File: config.mk
export PLATFORM = sky130hd
export DESIGN_NAME = mem_arbiter
export DESIGN_NICKNAME = d
export VERILOG_FILES = /design/src/rtl/mem_arbiter.sv
export SDC_FILE = /design/constraint.sdc
export NUM_CORES = 1
export LEC_CHECK = 0
export ABC_AREA = 1
export CORE_MARGIN = 4
export CORE_UTILIZATION = 17
export CTS_CLUSTER_DIAMETER = 40
export CTS_CLUSTER_SIZE = 30
export DETAILED_ROUTE_END_ITERATION = 8
export PLACE_DENSITY = 0.77
export SETUP_SLACK_MARGIN = 0.02
export SYNTH_ARGS = -nofsm -noshare
export SYNTH_HDL_FRONTEND = slang
export SYNTH_SLANG_ARGS = --single-unit
File: constraint.sdc
create_clock -name clk -period 1 [get_ports clk]
set_input_delay 0.15 -clock clk [delete_from_list [all_inputs] [get_ports clk]]
set_output_delay 0.15 -clock clk [all_outputs]
set_load 0.02 [all_outputs]
File: src/rtl/mem_arbiter.sv
// Two-port arbiter for the shared single-port instruction/data memory: data port over fetch,
// 1-cycle read-data routing. Define MEM_ARB_STARVE_EN to bound fetch starvation at STARVE_MAX.
module mem_arbiter #(
    parameter int AW         = 9,
    parameter int DW         = 16,
    parameter int STARVE_MAX = 4
) (
    input  logic          clk,
    input  logic          rst_n,
    input  logic          if_req,
    input  logic [AW-1:0] if_addr,
    output logic          if_gnt,
    output logic          if_rvalid,
    output logic [DW-1:0] if_rdata,
    input  logic          d_req,
    input  logic          d_we,
    input  logic [AW-1:0] d_addr,
    input  logic [DW-1:0] d_wdata,
    output logic          d_gnt,
    output logic          d_rvalid,
    output logic [DW-1:0] d_rdata,
    output logic          mem_rw,
    output logic [AW-1:0] mem_addr,
    output logic [DW-1:0] mem_din,
    input  logic [DW-1:0] mem_dout
);

    logic rd_pend;
    logic rd_owner;
    logic force_if;

`ifdef MEM_ARB_STARVE_EN
    localparam int CNT_W = $clog2(STARVE_MAX + 1);

    logic [CNT_W-1:0] starve_cnt;

    assign force_if = (starve_cnt == CNT_W'(STARVE_MAX));

    always_ff @(posedge clk) begin
        if (!rst_n) begin
            starve_cnt <= '0;
        end else if (if_gnt || !if_req) begin
            starve_cnt <= '0;
        end else if (d_gnt && (starve_cnt != CNT_W'(STARVE_MAX))) begin
            starve_cnt <= starve_cnt + CNT_W'(1);
        end
    end
`else
    // Constant false: strict data-over-fetch priority.
    assign force_if = (STARVE_MAX < 0);
`endif

    // Stage 0: combinational grant and memory pin drive.
    always_comb begin
        if_gnt   = 1'b0;
        d_gnt    = 1'b0;
        mem_rw   = 1'b0;
        mem_addr = '0;
        mem_din  = '0;
        if (rst_n) begin
            if (d_req && !(force_if && if_req)) begin
                d_gnt    = 1'b1;
                mem_rw   = d_we;
                mem_addr = d_addr;
                mem_din  = d_wdata;
            end else if (if_req) begin
                if_gnt   = 1'b1;
                mem_addr = if_addr;
            end
        end
    end

    // Stage 1: track the read issued last cycle so its data reaches the right port.
    always_ff @(posedge clk) begin
        if (!rst_n) begin
            rd_pend  <= 1'b0;
            rd_owner <= 1'b0;
        end else begin
            rd_pend  <= if_gnt || (d_gnt && !d_we);
            rd_owner <= d_gnt && !d_we;
        end
    end

    // Gating with rst_n discards a read whose data would return during reset.
    assign if_rvalid = rst_n && rd_pend && !rd_owner;
    assign d_rvalid  = rst_n && rd_pend && rd_owner;
    assign if_rdata  = if_rvalid ? mem_dout : '0;
    assign d_rdata   = d_rvalid ? mem_dout : '0;

endmodule

Word-level counts from Yosys, hierarchy flattened

Index checks and enable logic that the tools add are counted.

Muxes and demuxes: 14
Reduce and logical (&&, ||, !) cells: 7

Operators by type and width:

| operator          | count |
|---|---|
| 16-bit 2-to-1 mux | 4 |
| 9-bit 2-to-1 mux  | 3 |
| 1-bit 2-to-1 mux  | 7 |
| 1-bit logical AND | 4 |
| 1-bit logical NOT | 2 |
| 1-bit logical OR  | 1 |

Bits in registers: 2
Bits of input ports: 55
Output and inout bits: 62
Word-level logic and storage cells: 23

Logic depth before layout (Yosys ltp)

Gate-level depths: netlist of the first run.

Depth after elaboration: 4
Gate-level depth with buffers: 4
Gate-level depth less buffers: 4

Least setup slack after synthesis of the first run

Ideal clock, no wire load.

Path kind: register -> output
Start point: reg rd_owner
End point: out if_rdata[10]
Data arrival time: 1038 ps
Required time: 850 ps
Path slack: -188 ps
Cell stages (with the launch flop): 4
Path buffers: 1
Path through: dfxtp_1 nand3b_2 buf_2 nor2_1

Cells in the longest elaborated chain, start to end: 3

RTL lines:

| element                | line | RTL |
|---|---|---|
| start, declared        | 29   | `logic rd_owner;` |
| start signal, assigned | 80   | `rd_owner <= d_gnt && !d_we;` |
| 1-bit logical NOT      | 85   | `assign if_rvalid = rst_n && rd_pend && !rd_owner;` |
| 1-bit logical AND      | 85   |  |
| 16-bit 2-to-1 mux      | 87   | `assign if_rdata = if_rvalid ? mem_dout : '0;` |
| end, declared          | 14   | `output logic [DW-1:0] if_rdata,` |

No other way between the ends.

Final worst setup path of the first run

Start point: reg rd_owner
End point: out if_rdata[8]

The elaborated chain is that of the path after synthesis.

==> results of run 1 <==
-- registers in the layout (all words and copies together) (netlist names) --
name      count
rd_pend       1
rd_owner      1
-- cell usage in the layout (no fill, tap or decap), types with 3 or more instances in the layout --
cell type / count
buf_6: 45
nor2_4: 29
nand2_1: 18
nor2_1: 19
buf_4: 22
dlygate4sd2_1: 33
clkbuf_4: 3
dlymetal6s2s_1: 3
clkdlybuf4s50_1: 16
inv_1: 34
buf_12: 4
nand4_1: 9
-- power breakdown --
part           total [uW]  internal [uW]  switching, uW
Clock                 173            132           41.2
Combinational         711            364            347
Sequential           90.8           84.8           5.97
Total                 975            581            394
-- per-layer routing --
metal  part of all wire, %  vias up
met3                    10        2
met1                    40      553
li1                      -      619
met4                  0.38        0
met5                     0        -
met2                    50       67
-- critical path: stages (launching register included) --
cell	delay [ns]
dfxtp_2	0.32
nand3b_4	0.21
buf_16	0.18
nor2_4	0.10
buf_6	0.13
-- synthesized netlist by cell type --
cell	number
buf_2	3
buf_6	2
clkbuf_1	1
clkinv_1	2
dfxtp_1	2
inv_1	36
nand2_1	19
nand3_1	1
nand3_2	1
nand3b_2	1
nand4_1	9
nor2_1	50
o21ai_0	1
-- per-stage QoR --
stage | setup TNS, ns | area, um^2 | instances | power [uW] | setup WS [ns]
2_1_floorplan | -0.222 | 736 | 128 | 360 | -0.0318
3_3_place_gp | -55.37 | 2000 | 290 | 754 | -0.980
3_5_place_dp | -57.06 | 2000 | 290 | 763 | -1.02
4_1_cts | -9.00 | 2090 | 297 | 943 | -0.302
5_1_grt | -10.50 | 2250 | 299 | 1050 | -0.357
6_report | -8.88 | 2250 | 299 | 975 | -0.314
-- cell families after synthesis --
family / Yosys count / share of synthesized area (%)
flops: 2 / 7.02
compound gates: 1 / 0.876
buf+inv: 44 / 32.2
simple gates: 81 / 59.9
-- final timing paths --
kind,from,end,slack (ns),depth (start not counted)
worst min-delay path,d_we,rd_owner,0.32,3
worst max-delay path,rd_owner,if_rdata[8],-0.31,4
-- cell type report --
type / instances / area share [%]
multi-input combinational: 82 / 27.0
sequential: 2 / 2.01
clock buffer: 3 / 1.00
inverter: 38 / 6.85
timing repair inverter: 2 / 0.613
timing repair buffer: 128 / 60.1
tap: 44 / 2.45
-- timing repair --
| item | CTS | global route |
|---|---|---|
| cloned | 4 | 2 |
| gates resized for setup | 411 | 32 |
| setup endpoints to repair | 64 | 53 |
| pin swaps | 20 | 8 |
| hold buffers | 0 | 0 |
==> out/results.ini, run 1 <==
[global_routing]
grt_max_degree = 20
grt_use_met2_pct = 29.9
grt_pass1_vias = 1203
grt_pass1_wl_um = 5710
grt_usage_pct = 16.7
gr-total-overflow = 0
busiest_layer = met2
grt_use_met3_pct = 4.76
antenna_found_initial = 0
grt_use_met1_pct = 19.3

[setup_path]
critPathArrivalTime_ns = 1.16
crit_fanout = 6
end_kind = primary output
worstSetupPathType = flop to primary output
cp.required_ns = 0.85
critPathLaunchType = flop

[layout]
fillCellCount = 264
post-route-util_pct = 71.8
seq_area_um2 = 45.0
multi_input_area_um2 = 607
drive_gt1_share_pct = 47.8
diodes = 0
final_net_count = 312
syn_to_final_growth_pct = 294

[timing]
fin_ws_ns = -0.314
tightest_slew_ns = 0.230
slew_headroom_pct = 84.7
fmax_mhz = 761
setup_viol = 34
rsz0062_at_grt = yes
hold_viol_final = 0
worst_hold_slack_ns = 0.321
slew_viol_final = 0
finalCriticalPeriod_ns = 1.31
post-route-period-util_pct = 131

[yosys]
synth_top_area_share_pct = 32.9
synth_cell_types = 13
yosysSeqAreaShare_pct = 7.02
synth_warnings = 0
ys_ff_latch = 2
synth.avg_cell_area_um2 = 4.46
synth_area_leaders = nor2_1, inv_1, nand2_1
synth_fp_nets = 183
synth_top_cell_by_area = nor2_1
synthesis.instances = 128
netlist_area_um2 = 571

[detailed_routing]
via_per_inst = 4.15
wire_per_inst_um = 13.2
drc = 0
drtAntennaViolNets = 0
drt_iter0_markers = 45
drt-total-wl_um = 3960
firstDrtPassIters = 3
num_vias = 1241

[clocking]
cts_setup_buffers = 0
cts_buffers = 3
clkSlewWorstSetupHoldPaths_ns = 0.03
htree_levels = 1
cts_sinks = 2
cts_tree = done
cts-root-buf = clkbuf_4
clock_path_buffers = 2

[power_and_ir_drop]
powerDensity_mw_per_mm2 = 434
p_leak_uw = 0.00122
ir_drop_uv = 309

[run]
maxCapViolCount = 0

[placed_design]
place_congestion = 0.733
io_buffer_count = 116
place.detailed.hpwl_um = 2670

[die]
row_count = 20
start_util_pct = 18.2
fp.coreArea_mm2 = 0.00313
die_w_um = 65.9
die_height_um = 65.9
die_area_mm2 = 0.00435
io_pins = 117

[outcome]
status = complete, but fails checks
violations = setup timing

[worst_hold_path]
hold_class = input port to flop

Power figures use the tool's default switching activity.
==> run 2: changes to the inputs <==
--- a/config.mk
+++ b/config.mk
@@ -11,7 +11,7 @@
 export CTS_CLUSTER_DIAMETER = 40
 export CTS_CLUSTER_SIZE = 30
 export DETAILED_ROUTE_END_ITERATION = 8
-export PLACE_DENSITY = 0.77
+export PLACE_DENSITY_LB_ADDON = 0.3
 export SETUP_SLACK_MARGIN = 0.02
 export SYNTH_ARGS = -nofsm -noshare
 export SYNTH_HDL_FRONTEND = slang
==> out/results.ini, run 2 (synthesis gave the netlist of run 1 again) <==
[outcome]
status = complete, but fails checks
violations = setup timing

[global_routing]
grt_pass1_wl_um = 5510  ; -3.5%
gr-total-overflow = 0  ; unchanged
antenna_found_initial = 0  ; unchanged
grt_pass1_vias = 1256  ; +4.4%
grt_max_degree = 18  ; -10%
grt_usage_pct = 16.0  ; -0.70 points

[detailed_routing]
drt-total-wl_um = 3700  ; -6.6%
drc = 0  ; unchanged
num_vias = 1231  ; -0.81%
firstDrtPassIters = 4  ; +1
drtAntennaViolNets = 0  ; unchanged
drt_iter0_markers = 15  ; -67%
via_per_inst = 4.09  ; -1.5%
wire_per_inst_um = 12.3  ; -7.2%

[die]
fp.coreArea_mm2 = 0.00313  ; unchanged
die_height_um = 65.9  ; unchanged
die_w_um = 65.9  ; unchanged
die_area_mm2 = 0.00435  ; unchanged
io_pins = 117  ; unchanged
row_count = 20  ; unchanged
start_util_pct = 18.2  ; unchanged

[layout]
mostFrequentLayoutCell = buf_6
diodes = 0  ; unchanged
fillCellCount = 279  ; +5.7%
seq_area_um2 = 42.5  ; -5.6%
final_net_count = 314  ; +0.64%
top_regs = rd_owner: 1 flops, rd_pend: 1 flops
drive_gt1_share_pct = 50.6  ; +2.7 points
final_cell_mix = buf_6, inv_1, dlygate4sd2_1
post-route-util_pct = 70.1  ; -1.7 points
syn_to_final_growth_pct = 284
multi_input_area_um2 = 602  ; -0.82%
final_cells = 301  ; +0.67%

[placed_design]
dp_cells = 292  ; +0.69%
place.detailed.hpwl_um = 2890  ; +8.1%
place_congestion = 0.736  ; +0.44%
io_buffer_count = 116  ; unchanged

[setup_path]
worstSetupPathType = flop to primary output
endpoint = if_rdata[12]
critical_path.slowest_cell = dfxtp_2
path_cells = nand3b_4, buf_16, nor2_4, buf_6
critPathArrivalTime_ns = 1.17  ; about the same
end_kind = primary output
crit_path_start = rd_owner
critPathLaunchType = flop
crit_fanout = 6  ; unchanged
cp.required_ns = 0.85  ; about the same
critPathMaxStageDelay_ns = 0.31  ; about the same

[clocking]
cts_buffers = 3  ; unchanged
cts-root-buf = clkbuf_4
clock_path_buffers = 2  ; unchanged
cts_sinks = 2  ; unchanged
clkSlewWorstSetupHoldPaths_ns = 0.03  ; about the same
cts_tree = done
htree_levels = 1  ; unchanged

[power_and_ir_drop]
ir_drop_uv = 554  ; +79%
powerDensity_mw_per_mm2 = 447  ; +2.9%
p_leak_uw = 0.00121  ; -0.47%

[timing]
fmax_mhz = 758  ; -0.40%
slew_viol_final = 0  ; unchanged
post-route-period-util_pct = 132  ; +0.52 points
setup_viol = 34  ; unchanged
finalCriticalPeriod_ns = 1.32  ; +0.00524 ns
rsz0062_at_grt = yes
slew_headroom_pct = 85.4  ; +0.68 points
tightest_slew_ns = 0.220  ; -0.0102 ns
setup_tns_ns = -8.58  ; +0.298 ns
fin_ws_ns = -0.319  ; -0.00524 ns
hold_viol_final = 0  ; unchanged

[run]
maxCapViolCount = 0  ; unchanged

[worst_hold_path]
hold_class = input port to flop

[run 2: area by class of cell]
cell class	count	area share (%)
clock buffers	3	1.03
inverters	38	6.79
multi-input cells	82	27.4
flip-flops and latches	2	1.94
well taps	44	2.51
repair buffers	130	59.7
repair inverters	2	0.627
[run 2: worst min path at each step]
stage	startpoint	end	slack (ns)	depth (start not counted)
3_3_place_gp	d_we	rd_owner	0.81	3
3_5_place_dp	d_we	rd_owner	0.82	3
5_1_grt	d_we	rd_owner	0.34	3
6_report	d_we	rd_owner	0.33	3
2_1_floorplan	d_we	rd_owner	0.22	1
4_1_cts	d_we	rd_owner	0.31	3
[run 2: critical path: cells and delay by family, from the launching register on]
family,cells,cell delay (ns)
DFF,1,0.31
and+or+nand+nor,2,0.32
buffers and inverters,2,0.32
[run 2: power by group]
part           leakage, uW  switching [uW]  internal [uW]
Combinational      0.00118             346            367
Sequential       0.0000172            4.20           85.9
Clock            0.0000138            44.5            132
[run 2: what timing repair did]
item | CTS | global route
gates cloned | 4 | 0
pin swaps | 32 | 6
endpoints found under the setup margin | 63 | 58
resized for setup | 416 | 28
hold buffers | 0 | 0
buffers inserted | 1 | 1
[run 2: per-layer routing]
metal / vias to the layer above / part of all wire [%] / global-route usage (%)
met2: 82 / 51 / 29.0
li1: 626 / - / -
met5: - / 0 / 0
met1: 521 / 35 / 17.9
met4: 0 / 0.65 / 1.78
met3: 2 / 14 / 6.80
[run 2: metrics by stage]
stage / area [um^2] / setup slack [ns] / hold WS (ns) / power (uW)
after floorplan: 736 / -0.0318 / 0.222 / 360
after global placement: 1990 / -0.947 / 0.813 / 752
after detailed placement: 1990 / -1.01 / 0.821 / 757
after CTS: 2100 / -0.326 / 0.315 / 966
after global routing: 2190 / -0.385 / 0.338 / 1050
final: 2190 / -0.319 / 0.325 / 980
